<file path="config.mk">
export PLATFORM = sky130hd
export DESIGN_NAME = vga_timing_gen_flat
export DESIGN_NICKNAME = d
export VERILOG_FILES = /design/src/rtl/vga_timing_gen_pkg.sv /design/src/rtl/vga_timing_gen_if.sv /design/src/rtl/vga_pix_div.sv /design/src/rtl/vga_timing_gen.sv /design/src/flat_wrapper.sv
export SDC_FILE = /design/constraint.sdc
export NUM_CORES = 1
export LEC_CHECK = 0
export ABC_CLOCK_PERIOD_IN_PS = 3400
export CAP_MARGIN = 20
export CORE_ASPECT_RATIO = 0.9
export CORE_MARGIN = 1
export CORE_UTILIZATION = 51
export CTS_CLUSTER_SIZE = 12
export DETAILED_ROUTE_END_ITERATION = 7
export PLACE_DENSITY_LB_ADDON = 0.25
export SYNTH_ARGS = -nofsm -noshare
export SYNTH_HDL_FRONTEND = slang
export SYNTH_SLANG_ARGS = --single-unit
</file>
<file path="constraint.sdc">
create_clock -name clk -period 3.4 [get_ports clk]
set_input_delay 0.51 -clock clk [delete_from_list [all_inputs] [get_ports clk]]
set_output_delay 0.51 -clock clk [all_outputs]
set_load 0.02 [all_outputs]
</file>
<file path="src/rtl/vga_timing_gen_pkg.sv">
`default_nettype none
// ============================================================================
//  Module      : vga_timing_gen_pkg
//  Description : Shared 640x480@60 raster constants and coordinate helpers.
//  Revision    : 1.0 - initial release
// ============================================================================
package vga_timing_gen_pkg;

    localparam int unsigned VGA_H_ACTIVE = 640;
    localparam int unsigned VGA_H_FP     = 16;
    localparam int unsigned VGA_H_SYNC   = 96;
    localparam int unsigned VGA_H_BP     = 48;
    localparam int unsigned VGA_V_ACTIVE = 480;
    localparam int unsigned VGA_V_FP     = 10;
    localparam int unsigned VGA_V_SYNC   = 2;
    localparam int unsigned VGA_V_BP     = 33;

    localparam int unsigned COORD_W   = 10;
    localparam int unsigned COORD_MAX = 1024;

    typedef logic [COORD_W-1:0] coord_t;

    // True when n lies in the half-open range [lo, lo+len).
    function automatic logic in_window(coord_t n, int unsigned lo, int unsigned len);
        return (32'(n) >= lo) && (32'(n) < lo + len);
    endfunction

endpackage
`default_nettype wire

</file>
<file path="src/rtl/vga_timing_gen_if.sv">
`default_nettype none
// ============================================================================
//  Module      : vga_timing_gen_if
//  Description : Raster coordinates, strobes and DAC pins of the timing source.
//  Revision    : 1.0 - initial release
// ============================================================================
interface vga_timing_gen_if;
    import vga_timing_gen_pkg::*;

    coord_t x;
    coord_t y;
    logic   active_pixels;
    logic   VGA_HS;
    logic   VGA_VS;
    logic   VGA_BLANK_N;
    logic   VGA_SYNC_N;
    logic   VGA_CLK;
    logic   pix_en;
    logic   frame_start;
    logic   vblank_start;

    modport master (
        output x, y, active_pixels, VGA_HS, VGA_VS, VGA_BLANK_N, VGA_SYNC_N,
        output VGA_CLK, pix_en, frame_start, vblank_start
    );

    modport slave (
        input x, y, active_pixels, VGA_HS, VGA_VS, VGA_BLANK_N, VGA_SYNC_N,
        input VGA_CLK, pix_en, frame_start, vblank_start
    );

endinterface
`default_nettype wire

</file>
<file path="src/rtl/vga_pix_div.sv">
`default_nettype none
// ============================================================================
//  Module      : vga_pix_div
//  Description : System-clock divider producing the pixel tick and DAC clock.
//  Revision    : 1.0 - initial release
// ============================================================================
module vga_pix_div #(
    parameter int unsigned CLK_DIV = 2
) (
    input  wire logic clk,
    input  wire logic rst_n,
    output logic      pix_en,
    output logic      vga_clk
);

    localparam int unsigned DIV_W = (CLK_DIV > 1) ? $clog2(CLK_DIV) : 1;
    localparam logic [DIV_W-1:0] DIV_LAST = DIV_W'(CLK_DIV - 1);
    localparam logic [DIV_W-1:0] DIV_HALF = DIV_W'(CLK_DIV / 2);

    logic [DIV_W-1:0] div_cnt_q, div_cnt_d;
    logic             pix_en_q,  pix_en_d;
    logic             vga_clk_q, vga_clk_d;

    if (CLK_DIV == 0) begin : g_bad_div
        $error("vga_pix_div: CLK_DIV must be at least 1");
    end

    if (CLK_DIV == 1) begin : g_div1
        // Every clock is a pixel; there is no sub-pixel phase to toggle the DAC clock.
        always_comb begin
            div_cnt_d = div_cnt_q;
            pix_en_d  = 1'b1;
            vga_clk_d = 1'b1;
        end
    end else begin : g_divn
        // Flags decode the next count so they line up with div_cnt.
        always_comb begin
            div_cnt_d = (div_cnt_q == DIV_LAST) ? '0 : div_cnt_q + 1'b1;
            pix_en_d  = (div_cnt_d == DIV_LAST);
            vga_clk_d = (div_cnt_d >= DIV_HALF);
        end
    end

    always_ff @(posedge clk or negedge rst_n) begin
        if (!rst_n) begin
            div_cnt_q <= '0;
            pix_en_q  <= 1'b0;
            vga_clk_q <= 1'b0;
        end else begin
            div_cnt_q <= div_cnt_d;
            pix_en_q  <= pix_en_d;
            vga_clk_q <= vga_clk_d;
        end
    end

    assign pix_en  = pix_en_q;
    assign vga_clk = vga_clk_q;

endmodule
`default_nettype wire

</file>
<file path="src/rtl/vga_timing_gen.sv">
`default_nettype none
// ============================================================================
//  Module      : vga_timing_gen
//  Description : VGA raster scanner: x/y counters, sync/blank decode, strobes.
//  Revision    : 1.0 - initial release
// ============================================================================
module vga_timing_gen
    import vga_timing_gen_pkg::*;
#(
    parameter int unsigned CLK_DIV  = 2,
    parameter int unsigned H_ACTIVE = VGA_H_ACTIVE,
    parameter int unsigned H_FP     = VGA_H_FP,
    parameter int unsigned H_SYNC   = VGA_H_SYNC,
    parameter int unsigned H_BP     = VGA_H_BP,
    parameter int unsigned V_ACTIVE = VGA_V_ACTIVE,
    parameter int unsigned V_FP     = VGA_V_FP,
    parameter int unsigned V_SYNC   = VGA_V_SYNC,
    parameter int unsigned V_BP     = VGA_V_BP
) (
    input  wire logic        clk,
    input  wire logic        rst_n,
    vga_timing_gen_if.master vga
);

    localparam int unsigned H_TOTAL  = H_ACTIVE + H_FP + H_SYNC + H_BP;
    localparam int unsigned V_TOTAL  = V_ACTIVE + V_FP + V_SYNC + V_BP;
    localparam int unsigned HS_START = H_ACTIVE + H_FP;
    localparam int unsigned VS_START = V_ACTIVE + V_FP;
    localparam coord_t      X_LAST   = coord_t'(H_TOTAL - 1);
    localparam coord_t      Y_LAST   = coord_t'(V_TOTAL - 1);
    localparam coord_t      Y_VBLANK = coord_t'(V_ACTIVE);

    if (H_TOTAL > COORD_MAX) begin : g_bad_htotal
        $error("vga_timing_gen: H_TOTAL exceeds the 10-bit counter range");
    end
    if (V_TOTAL > COORD_MAX) begin : g_bad_vtotal
        $error("vga_timing_gen: V_TOTAL exceeds the 10-bit counter range");
    end

    logic   pix_en;
    logic   vga_clk;

    coord_t x_q, x_d;
    coord_t y_q, y_d;
    logic   active_q,       active_d;
    logic   hs_q,           hs_d;
    logic   vs_q,           vs_d;
    logic   frame_start_q,  frame_start_d;
    logic   vblank_start_q, vblank_start_d;

    vga_pix_div #(
        .CLK_DIV (CLK_DIV)
    ) u_pix_div (
        .clk     (clk),
        .rst_n   (rst_n),
        .pix_en  (pix_en),
        .vga_clk (vga_clk)
    );

    // Decode from the next-state coordinates so every output changes with x/y.
    always_comb begin
        x_d = x_q;
        y_d = y_q;
        if (pix_en) begin
            if (x_q == X_LAST) begin
                x_d = '0;
                y_d = (y_q == Y_LAST) ? '0 : y_q + 1'b1;
            end else begin
                x_d = x_q + 1'b1;
            end
        end
        active_d       = (32'(x_d) < H_ACTIVE) && (32'(y_d) < V_ACTIVE);
        hs_d           = !in_window(x_d, HS_START, H_SYNC);
        vs_d           = !in_window(y_d, VS_START, V_SYNC);
        frame_start_d  = pix_en && (x_d == '0) && (y_d == '0);
        vblank_start_d = pix_en && (x_d == '0) && (y_d == Y_VBLANK);
    end

    always_ff @(posedge clk or negedge rst_n) begin
        if (!rst_n) begin
            x_q            <= X_LAST;
            y_q            <= Y_LAST;
            active_q       <= 1'b0;
            hs_q           <= 1'b1;
            vs_q           <= 1'b1;
            frame_start_q  <= 1'b0;
            vblank_start_q <= 1'b0;
        end else begin
            x_q            <= x_d;
            y_q            <= y_d;
            active_q       <= active_d;
            hs_q           <= hs_d;
            vs_q           <= vs_d;
            frame_start_q  <= frame_start_d;
            vblank_start_q <= vblank_start_d;
        end
    end

    assign vga.x             = x_q;
    assign vga.y             = y_q;
    assign vga.active_pixels = active_q;
    assign vga.VGA_HS        = hs_q;
    assign vga.VGA_VS        = vs_q;
    assign vga.VGA_BLANK_N   = active_q;
    assign vga.VGA_SYNC_N    = 1'b0;
    assign vga.VGA_CLK       = vga_clk;
    assign vga.pix_en        = pix_en;
    assign vga.frame_start   = frame_start_q;
    assign vga.vblank_start  = vblank_start_q;

endmodule
`default_nettype wire

</file>
<file path="src/flat_wrapper.sv">
// flat-port wrapper written by rule: the top's interface ports become plain ports
module vga_timing_gen_flat import vga_timing_gen_pkg::*;
#(
    parameter int unsigned CLK_DIV  = 2,
    parameter int unsigned H_ACTIVE = VGA_H_ACTIVE,
    parameter int unsigned H_FP     = VGA_H_FP,
    parameter int unsigned H_SYNC   = VGA_H_SYNC,
    parameter int unsigned H_BP     = VGA_H_BP,
    parameter int unsigned V_ACTIVE = VGA_V_ACTIVE,
    parameter int unsigned V_FP     = VGA_V_FP,
    parameter int unsigned V_SYNC   = VGA_V_SYNC,
    parameter int unsigned V_BP     = VGA_V_BP
)
  (clk, rst_n, vga_x, vga_y, vga_active_pixels, vga_VGA_HS, vga_VGA_VS, vga_VGA_BLANK_N, vga_VGA_SYNC_N, vga_VGA_CLK, vga_pix_en, vga_frame_start, vga_vblank_start);
  vga_timing_gen_if vga_i ();
  input  wire logic clk;
  input  wire logic rst_n;
  output wire logic [$bits(vga_i.x)-1:0] vga_x;
  output wire logic [$bits(vga_i.y)-1:0] vga_y;
  output wire logic [$bits(vga_i.active_pixels)-1:0] vga_active_pixels;
  output wire logic [$bits(vga_i.VGA_HS)-1:0] vga_VGA_HS;
  output wire logic [$bits(vga_i.VGA_VS)-1:0] vga_VGA_VS;
  output wire logic [$bits(vga_i.VGA_BLANK_N)-1:0] vga_VGA_BLANK_N;
  output wire logic [$bits(vga_i.VGA_SYNC_N)-1:0] vga_VGA_SYNC_N;
  output wire logic [$bits(vga_i.VGA_CLK)-1:0] vga_VGA_CLK;
  output wire logic [$bits(vga_i.pix_en)-1:0] vga_pix_en;
  output wire logic [$bits(vga_i.frame_start)-1:0] vga_frame_start;
  output wire logic [$bits(vga_i.vblank_start)-1:0] vga_vblank_start;
  assign vga_x = vga_i.x;
  assign vga_y = vga_i.y;
  assign vga_active_pixels = vga_i.active_pixels;
  assign vga_VGA_HS = vga_i.VGA_HS;
  assign vga_VGA_VS = vga_i.VGA_VS;
  assign vga_VGA_BLANK_N = vga_i.VGA_BLANK_N;
  assign vga_VGA_SYNC_N = vga_i.VGA_SYNC_N;
  assign vga_VGA_CLK = vga_i.VGA_CLK;
  assign vga_pix_en = vga_i.pix_en;
  assign vga_frame_start = vga_i.frame_start;
  assign vga_vblank_start = vga_i.vblank_start;
  vga_timing_gen #(.CLK_DIV(CLK_DIV), .H_ACTIVE(H_ACTIVE), .H_FP(H_FP), .H_SYNC(H_SYNC), .H_BP(H_BP), .V_ACTIVE(V_ACTIVE), .V_FP(V_FP), .V_SYNC(V_SYNC), .V_BP(V_BP)) u_core (.clk(clk), .rst_n(rst_n), .vga(vga_i));
endmodule
</file>
==> results.toml, run 1 <==
[status]
run_status = "finished, final reports clean"

[yosys]
synth_common_cells = "14 x dfrtp_1, 13 x nand3_1, 12 x dfstp_2, 12 x o21ai_0, 10 x nand2_1"
ys_seq_elements = 26
synth_edf_count = 0
ys.flop_type = "dfrtp_1"
yosysTopAreaCell = "dfrtp_1"
ys_types = 49
syn_area_per_cell_um2 = 9.42
synth_cells = 167
synth_top_area_share = 0.223
synth.most_common_cell = "dfrtp_1"
synthTopCellsByArea = "dfrtp_1 22%, dfstp_2 20%, nand3_1 4.1%"
seq_area_frac_synth = 0.423
syn_area_um2 = 1570
ys_warn_count = 0
ys_async_sr_fraction = 1.00
mappedNetlistNets = 172

[floorplanning]
die_area_um2 = 3310
pin_count = 31
num_rows = 18
die_w_um = 60.5
start_util = 0.554
chipHeight_um = 54.7
core-area_um2 = 2840

[final_layout]
drive_above_1_share = 0.131
diodes = 0
nets = 197
fillers = 229
area_growth_pct = 21.0
instances_no_fill = 231

[cts]
cts_resized = 0
hold_buffers = 0
tritoncts = "built"
cts_setup_buffers = 0
h-tree-depth = 1
clkLatencyLatePin_ns = 0.32
clk_pin_slew_ns = 0.15
clockBufferDepth = 2
cts_buffers = 3
clock-sinks = 26
cts_root_buffer = "clkbuf_4"

[sta]
report.final.slew_viol_count = 0
finalSetupViolCount = 0
setup_tns_ns = 0
max_freq_mhz = 350
fin_crit_sh = 0.841
min_period_ns = 2.86
worstMarginPinSlew_ns = 0.564
finalHoldViolations = 0
rsz0062_at_grt = "no"
finClkSkew_ns = 0.00838
slew_headroom = 0.618

[drt]
vias_per_cell = 6.13
drt-total-wl_mm = 3.56
first_iter_violations = 55
dr.pass1.iters = 4
ant_nets = 0
vias = 1415
wire_per_inst_um = 15.4
drc = 0

[power]
p_leak_nw = 0.755
peakVddDrop_v = 0.000154
seq_power_share = 0.674
p_int_mw = 0.359
p_sw_mw = 0.101
powerDensity_nw_per_um2 = 242
power_frac_comb = 0.023
swShare = 0.219
p_clk_frac = 0.303

[worst_hold_path]
hold_path.class = "primary input to asynchronous set/reset pin"

[worst_setup_path]
cp.required_ns = 3.65
end_kind = "flip-flop"
critical_path.max_fanout = 11
critPathKind = "flip-flop to flip-flop"
start_kind = "flip-flop"
critPathArrivalTime_ns = 3.11

[job]
drv_cap = 0

[global_route]
grt_usage = 0.231
grt_remaining_overflow = 0
grt_max_degree = 24
antenna_found_initial = 0
grt_pass1_wl_mm = 5.60
grt_pass1_vias = 1207

[placement]
io_buffers = 29
post-dp-hpwl_mm = 2.56
placed_cells = 226
gp_congestion = 0.926
[power by group through the flow]
stage / clock (mW) / combinational, mW / sequential (mW)
after floorplan: 0 / 0.00184 / 0.315
after detailed placement: 0 / 0.00921 / 0.315
final: 0.139 / 0.0105 / 0.310
after CTS: 0.145 / 0.00927 / 0.310
after global placement: 0 / 0.00875 / 0.315
after global routing: 0.151 / 0.0120 / 0.310
[per-layer routing]
layer	GRT usage	wire (um)
met4	0.0720	30
met3	0.0236	234
met2	0.386	1660
met1	0.316	1640
met5	0	0
[worst paths after layout]
kind | slack [ns] | start | to | cells past startpoint
setup / recovery | 0.54 | u_core.vga.x[0] | u_core.vga.frame_start | 8
hold / removal | 0.51 | rst_n | u_core.vga.VGA_BLANK_N | 1
setup reg to reg | 0.54 | u_core.vga.x[0] | u_core.vga.frame_start | 8
hold reg to reg | 0.52 | u_core.vga.x[1] | u_core.vga.x[1] | 1
max in group asynchronous | 2.19 | rst_n | u_core.vga.x[4] | 3
min in group clk | 0.52 | u_core.vga.x[1] | u_core.vga.x[1] | 1
[metrics by stage]
step | hold slack, ns | utilization | power [mW] | instance area (um2) | setup slack, ns
detailed placement | 0.499 | 0.656 | 0.324 | 1860 | 0.606
global placement | 0.492 | 0.656 | 0.324 | 1860 | 0.681
floorplan | 0.214 | - | 0.317 | 1570 | 0.726
finish | 0.508 | 0.671 | 0.460 | 1900 | 0.540
global route | 0.540 | 0.671 | 0.474 | 1900 | 0.353
CTS | 0.520 | 0.665 | 0.465 | 1890 | 0.570
[cell type report]
| class | instances | area, um2 | share of cell area |
|---|---|---|---|
| tap | 40 | 50.0 | 0.0263 |
| inverter | 8 | 30.0 | 0.0158 |
| timing repair buffer | 32 | 320 | 0.168 |
| multi-input combinational | 121 | 811 | 0.426 |
| clock buffer | 4 | 26.3 | 0.0138 |
| sequential | 26 | 666 | 0.350 |
[state kept, by name (all words and copies together), names as in the netlist]
signal and count:
u_core.vga.VGA_VS 1, u_core.vga.frame_start 1, u_core.vga.y 10, u_core.vga.VGA_BLANK_N 1, u_core.vga.x 10, u_core.vga.vblank_start 1, u_core.vga.VGA_HS 1, u_core.u_pix_div.div_cnt_q 1
[layout by cell type (no fill, tap or decap), drive strengths merged, types with 2 or more instances in the layout]
master / n
nor3: 9
or4: 3
xor2: 5
nand3: 13
ha: 3
or3: 2
clkbuf: 4
o31ai: 2
a211oi: 2
a22o: 3
dfrtp: 14
xnor2: 5
clkdlybuf4s50: 29
nor2b: 3
nor2: 8
nand4: 7
nand4b: 2
a211o: 2
inv: 8
dfstp: 12
nand2: 10
buf: 3
a21o: 2
and3: 3
o21ai: 13
a21oi: 2
nand2b: 2
nor4: 3
or2: 2
[critical path: stages (launching register included)]
cell and delay (ns):
dfstp_2 0.61, ha_1 0.27, nand2_1 0.17, nor4_4 0.37
buf_4 0.25, o21ai_2 0.08, a211o_1 0.31, or4_1 0.53
nor3_1 0.20
[cells by family after synthesis]
kind of cell,count (synthesis),synth area share
compound gates,35,0.155
xor+xnor,10,0.0557
fa+ha+maj,3,0.0239
buf+inv,20,0.0613
flops,26,0.423
mux,1,0.00716
other cells,1,0.00238
simple gates,71,0.271
Note: power is estimated with default switching activity, not from simulation.
==> run 2: changes to the inputs <==
- ABC_CLOCK_PERIOD_IN_PS: 3400 -> 2400
- CORE_UTILIZATION: 51 -> 46
- clock period: 3.4 -> 2.4 ns (I/O delays scaled with it)
==> run 2 against run 1 <==
The flow now finishes with violations (setup timing). Non-clock buffer count is 43 higher. Cell count grew 19%. Sequential power rose by 42%. Routed wire length increased by 27%. Register-to-register slack got worse by 0.62 ns. Critical path type unchanged. Largest cell class unchanged. Highest routed layer unchanged.
==> results.toml, run 2 (synthesis results as in run 1) <==
[status]
run_status = "finished, violations left"
violations = "setup timing"

[global_route]
grt_remaining_overflow = 0
grt_max_degree = 27
antenna_found_initial = 0
grt_usage = 0.256
grt_pass1_wl_mm = 7.12
grt_pass1_vias = 1506

[sta]
min_period_ns = 2.48
finalHoldViolations = 0
fin_ws_ns = -0.0828
finalSetupViolCount = 3
report.final.slew_viol_count = 0
holdWs_ns = 0.442
max_freq_mhz = 403
finClkSkew_ns = 0.00616
rsz0062_at_grt = "yes"
fin_crit_sh = 1.03

[final_layout]
area_growth_pct = 48.2
layout_commonest_cell = "buf_4"
fillers = 234
final_cell_mix = "46 x buf_4, 29 x clkdlybuf4s50_1, 14 x dfrtp_1"
final_cell_area_um2 = 2330
nets = 240
drive_above_1_share = 0.342
diodes = 0

[drt]
vias_per_cell = 5.76
wire_per_inst_um = 16.4
ant_nets = 0
drc = 0
vias = 1591
drt-total-wl_mm = 4.53
dr.pass1.iters = 4
first_iter_violations = 81

[power]
p_leak_nw = 1.01
peakVddDrop_v = 0.000330
powerDensity_nw_per_um2 = 310
finalPower_mw = 0.723
seq_power_share = 0.607
p_sw_mw = 0.162
p_clk_frac = 0.376
power_frac_comb = 0.017
p_int_mw = 0.561
swShare = 0.225

[worst_setup_path]
cp.required_ns = 2.61
r2r-start = "u_core.vga.x[1]"
start_kind = "flip-flop"
end_kind = "flip-flop"
critPathKind = "flip-flop to flip-flop"
critPathSlowestCell = "dfstp_2"
critPathArrivalTime_ns = 2.69
critPathLaunch = "u_core.vga.x[1]"
critical_path.max_fanout = 4
cp_common_cell = "buf_4"
cp_cell_sequence = "buf_4 > buf_4 > nand3_1 > or2_2 > o311ai_1 > o2111ai_1 > or4_4 > nor3_2"
slowest_delay_ns = 0.57

[floorplanning]
chipHeight_um = 57.5
start_util = 0.497
die_area_um2 = 3660
num_rows = 19
pin_count = 31
core-area_um2 = 3160
die_w_um = 63.6

[cts]
h-tree-depth = 1
clockBufferDepth = 2
cts_root_buffer = "clkbuf_8"
cts_buffers = 3
clock-sinks = 26
hold_buffers = 0
tritoncts = "built"
clk_pin_slew_ns = 0.10
clkLatencyLatePin_ns = 0.28

[job]
drv_cap = 0

[placement]
postPlaceCellArea_um2 = 2130
dp_slack_ns = -0.0638
post-dp-hpwl_mm = 2.94
gp_congestion = 0.853
io_buffers = 29

[worst_hold_path]
hold_path.class = "primary input to asynchronous set/reset pin"
[run 2: cell count changes in the layout (fill, tap and decap cells not counted), moves of 2 or more]
| cell | before | now |
|---|---|---|
| buf_4 | 2 | 46 |
| clkbuf_4 | 3 | 0 |
| clkbuf_8 | 0 | 3 |
| nor3_1 | 8 | 5 |
| or4_1 | 3 | 0 |
| or4_4 | 0 | 3 |
| nor3_4 | 0 | 2 |
[run 2: what timing repair did]
item / CTS / global route
gates resized for setup: 4 / 9
pin swaps: 4 / 6
setup endpoints to repair: 3 / 3
buffers inserted: 6 / 7
[run 2: final cells by class]
type	count	area, um2	share of cell area
clock buffers	4	45.0	0.0193
inverters	8	30.0	0.0129
repair buffers	75	636	0.273
well taps	42	52.6	0.0225
multi-input cells	121	902	0.387
flip-flops and latches	26	666	0.286
[run 2: routing by layer]
layer / up-vias / part of all wire / global-route usage
met5: - / 0 / 0
met2: 61 / 0.48 / 0.418
met3: 14 / 0.045 / 0.0300
li1: 742 / - / -
met1: 774 / 0.45 / 0.356
met4: 0 / 0.026 / 0.0812
[run 2: per-stage QoR]
step | util | setup TNS, ns | cells
global placement | 0.674 | -0.0610 | 259
floorplan | - | -0.166 | 167
detailed placement | 0.674 | -0.0933 | 259
global route | 0.737 | -0.458 | 276
finish | 0.737 | -0.157 | 276
CTS | 0.708 | -0.00847 | 269
[run 2: power groups by stage]
| stage | logic [mW] | clock network (mW) | registers (mW) |
|---|---|---|---|
| floorplan | 0.00260 | 0 | 0.447 |
| global placement | 0.0125 | 0 | 0.447 |
| detailed placement | 0.0129 | 0 | 0.447 |
| CTS | 0.0129 | 0.269 | 0.439 |
| global route | 0.0147 | 0.282 | 0.439 |
| finish | 0.0122 | 0.272 | 0.439 |
[run 2: worst max-delay path, delay by kind of cell, from the launching register on]
family,cells,cell delay (ns)
compound gates,2,0.51
buf+inv,2,0.23
flops,1,0.57
simple gates,4,1.10
[run 2: path summary, 6_finish.rpt]
| kind | endpoint | cells after the start | slack [ns] |
|---|---|---|---|
| max in group asynchronous | u_core.vga.x[0] | 2 | 1.66 |
| worst min-delay path | u_core.vga.VGA_BLANK_N | 2 | 0.44 |
| worst min register to register | u_core.vga.y[2] | 2 | 0.58 |
| worst max register to register | u_core.vga.vblank_start | 8 | -0.08 |
| min in group clk | u_core.vga.y[2] | 2 | 0.58 |
| worst max-delay path | u_core.vga.vblank_start | 8 | -0.08 |
==> RTL change (settings of run 2) <==
`CLK_DIV` is set to 2 in 3 places; all go to 4.
--- a/src/rtl/vga_pix_div.sv
+++ b/src/rtl/vga_pix_div.sv
@@ -6,5 +6,5 @@
 // ============================================================================
 module vga_pix_div #(
-    parameter int unsigned CLK_DIV = 2
+    parameter int unsigned CLK_DIV = 4
 ) (
     input  wire logic clk,
--- a/src/rtl/vga_timing_gen.sv
+++ b/src/rtl/vga_timing_gen.sv
@@ -8,5 +8,5 @@
     import vga_timing_gen_pkg::*;
 #(
-    parameter int unsigned CLK_DIV  = 2,
+    parameter int unsigned CLK_DIV  = 4,
     parameter int unsigned H_ACTIVE = VGA_H_ACTIVE,
     parameter int unsigned H_FP     = VGA_H_FP,
--- a/src/flat_wrapper.sv
+++ b/src/flat_wrapper.sv
@@ -2,5 +2,5 @@
 module vga_timing_gen_flat import vga_timing_gen_pkg::*;
 #(
-    parameter int unsigned CLK_DIV  = 2,
+    parameter int unsigned CLK_DIV  = 4,
     parameter int unsigned H_ACTIVE = VGA_H_ACTIVE,
     parameter int unsigned H_FP     = VGA_H_FP,
Function: changed (a bounded check fails within 4 cycles, from zero or initial values and one cycle with rst_n low).
==> RTL change against run 2 <==
Worst setup slack better by 0.21 ns; maximum frequency rose by 9.4%; clock skew is 0.0022 ns lower; count of clock-buffer cells in the layout shrank 1; core utilization down 6.3 points; routed wire length decreased by 19%; sequential share of layout area up 5.1 points; design area decreased by 8.6%; area after synthesis increased by 0.40%; combinational power grew 4%; sequential cell count is 2 higher; non-clock buffer count fell by 28; power rose by 19%.
==> RTL change: results (changes against run 2) <==
[metrics] final-stage net count: 215 (-10%)
[metrics] worst slack at placement: 0.0287 ns (+0.0925 ns)
[metrics] Synthesis Warnings: 0 (unchanged)
[metrics] number of global-route vias before repair: 1326 (-12%)
[metrics] Top Family by Delay on Critical Path: simple AND/OR/NAND/NOR gates
[metrics] global placer's final weighted congestion: 0.936 (+9.7%)
[metrics] predominant post-synthesis flop cell: sky130_fd_sc_hd__dfrtp_1
[metrics] post-synthesis async set-or-reset flop share: 1.00 (unchanged)
[metrics] critical path launch point: u_core.vga.x[5]
[metrics] number of inserted filler cells in the final layout: 248 (+6.0%)
[metrics] Leak Pwr: 0.845 nW (-16%)
[metrics] r2r worst-path depth: 6 (-2)
[metrics] setup_tns: 0 ns (+0.157 ns)
[metrics] total clock buffers created by CTS: 3 (unchanged)
[metrics] post-detailed-placement cell area: 2030 sq um (-4.5%)
[metrics] largest net degree at the start of global routing: 29 (+7.4%)
[metrics] skew final: 0.00397 ns (-0.00220 ns)
[metrics] router iterations before antenna repair: 4 (unchanged)
[metrics] cell at the slowest stage of the critical path: sky130_fd_sc_hd__or4_4
[metrics] CTS max path bufs: 2 (unchanged)
[metrics] fraction of final layout cells sized beyond drive strength 1: 0.217 (-0.124)
[metrics] DRT iter0 DRCs: 45 (-44%)
[metrics] buffers added on ports: 29 (unchanged)
[metrics] part of the Yosys area used for sequential elements: 0.453 (+0.0300)
[metrics] delay of the slowest critical-path stage: 0.57 ns (about the same)
[metrics] detailed placer's ending HPWL: 2.73 mm (-7.1%)
[metrics] outcome: finished clean
[metrics] number of antenna violations at the first check in global routing: 0 (unchanged)
[metrics] GR Util All Layers: 0.210 (-0.0457)
[metrics] clock slew at reported path FFs: 0.10 ns (about the same)
[metrics] top post-synthesis cells by area: sky130_fd_sc_hd__dfrtp_1 (25%), sky130_fd_sc_hd__dfstp_2 (20%), sky130_fd_sc_hd__xnor2_1 (7.8%)
[metrics] number of nets produced by synthesis: 172 (unchanged)
[metrics] r2r endpoint: u_core.vga.frame_start
[metrics] unique cell type count in the Yosys netlist: 42 (-14%)
[metrics] ratio of routed vias to standard cells: 5.47 (-5.0%)
[metrics] post-DR wirelength/cell: 14.7 microns (-11%)
[metrics] CTS HTree Levels: 1 (unchanged)
[metrics] cell at the root of the clock tree: sky130_fd_sc_hd__clkbuf_8
[metrics] number of inserted diodes: 0 (unchanged)
[metrics] first-pass GRT wire length: 6.00 mm (-16%)
[metrics] top cells by count, synth: sky130_fd_sc_hd__dfrtp_1 (16), sky130_fd_sc_hd__nand2_1 (16), sky130_fd_sc_hd__xnor2_1 (14)
[metrics] Hold Path Class: in2async
[metrics] top fanout value on the critical path: 8 (+4)
[metrics] insertion delay of the later-clocked pin in the worst-skew pair: 0.28 ns (about the same)
[metrics] Arrival @ worst endpoint: 2.45 ns (-0.24 ns)
[metrics] critical path class: reg2reg
[metrics] switching part of the total: 0.187 (-0.0375)
[metrics] Reg2Reg Setup Slack: 0.13 ns (+0.21 ns)
[metrics] worst vdd ir: 0.250 mV (-24%)
[RTL change: cells by family (layout without fill, tap and decap cells)]
| family | after synthesis | after routing | share of synthesized area |
|---|---|---|---|
| DFF | 28 | 28 | 0.453 |
| buffers and inverters | 18 | 60 | 0.0531 |
| other | 1 | 1 | 0.00237 |
| muxes | 1 | 1 | 0.00634 |
| xor gates and xnor gates | 15 | 15 | 0.0832 |
| adders and majority gates | 5 | 5 | 0.0396 |
| and+or+nand+nor | 71 | 71 | 0.247 |
| AOI/OAI and AO/OA | 26 | 26 | 0.115 |
[RTL change: through the flow]
step | total power [mW] | cells | utilization | hold WS, ns
detailed placement | 0.494 | 244 | 0.643 | 0.453
CTS | 0.863 | 248 | 0.667 | 0.467
floorplan | 0.484 | 165 | - | 0.0644
global placement | 0.494 | 244 | 0.643 | 0.433
global route | 0.887 | 249 | 0.674 | 0.481
finish | 0.859 | 249 | 0.674 | 0.452
[RTL change: what timing repair did]
item / in CTS / in global routing
gates resized for setup: 1 / 3
hold endpoints to repair: 0 / 0
hold buffers: 0 / 0
setup buffers: 0 / 1
pin swaps: 0 / 2
endpoints found under the setup margin: 1 / 2
cloned: 0 / 0
[RTL change: final cells by class]
cell class | instances | area share
clock inverters | 1 | 0.0141
repair buffers | 47 | 0.200
well taps | 42 | 0.0247
inverters | 9 | 0.0159
multi-input cells | 119 | 0.390
flip-flops and latches | 28 | 0.336
clock buffers | 3 | 0.0194
[RTL change: worst max path at each step]
stage	end	slack, ns
after floorplan	u_core.vga.frame_start	0.01
after global placement	u_core.vga.vblank_start	0.11
after detailed placement	u_core.vga.frame_start	0.03
after CTS	u_core.vga.frame_start	0.02
after global routing	u_core.vga.frame_start	0.05
final	u_core.vga.frame_start	0.13
[RTL change: routing by layer]
layer / vias to the layer above / track usage / wire length [microns]
met5: - / 0 / 0
met4: 0 / 0.0584 / 35
met3: 5 / 0.0280 / 158
met2: 39 / 0.359 / 1770
met1: 646 / 0.280 / 1690
li1: 673 / - / -
[RTL change: power groups by stage]
stage / Combinational, mW / Sequential (mW) / Clock [mW]
after global placement: 0.0127 / 0.481 / 0
final: 0.0127 / 0.473 / 0.374
after detailed placement: 0.0135 / 0.481 / 0
after floorplan: 0.00260 / 0.481 / 0
after global routing: 0.0152 / 0.473 / 0.400
after CTS: 0.0136 / 0.473 / 0.377
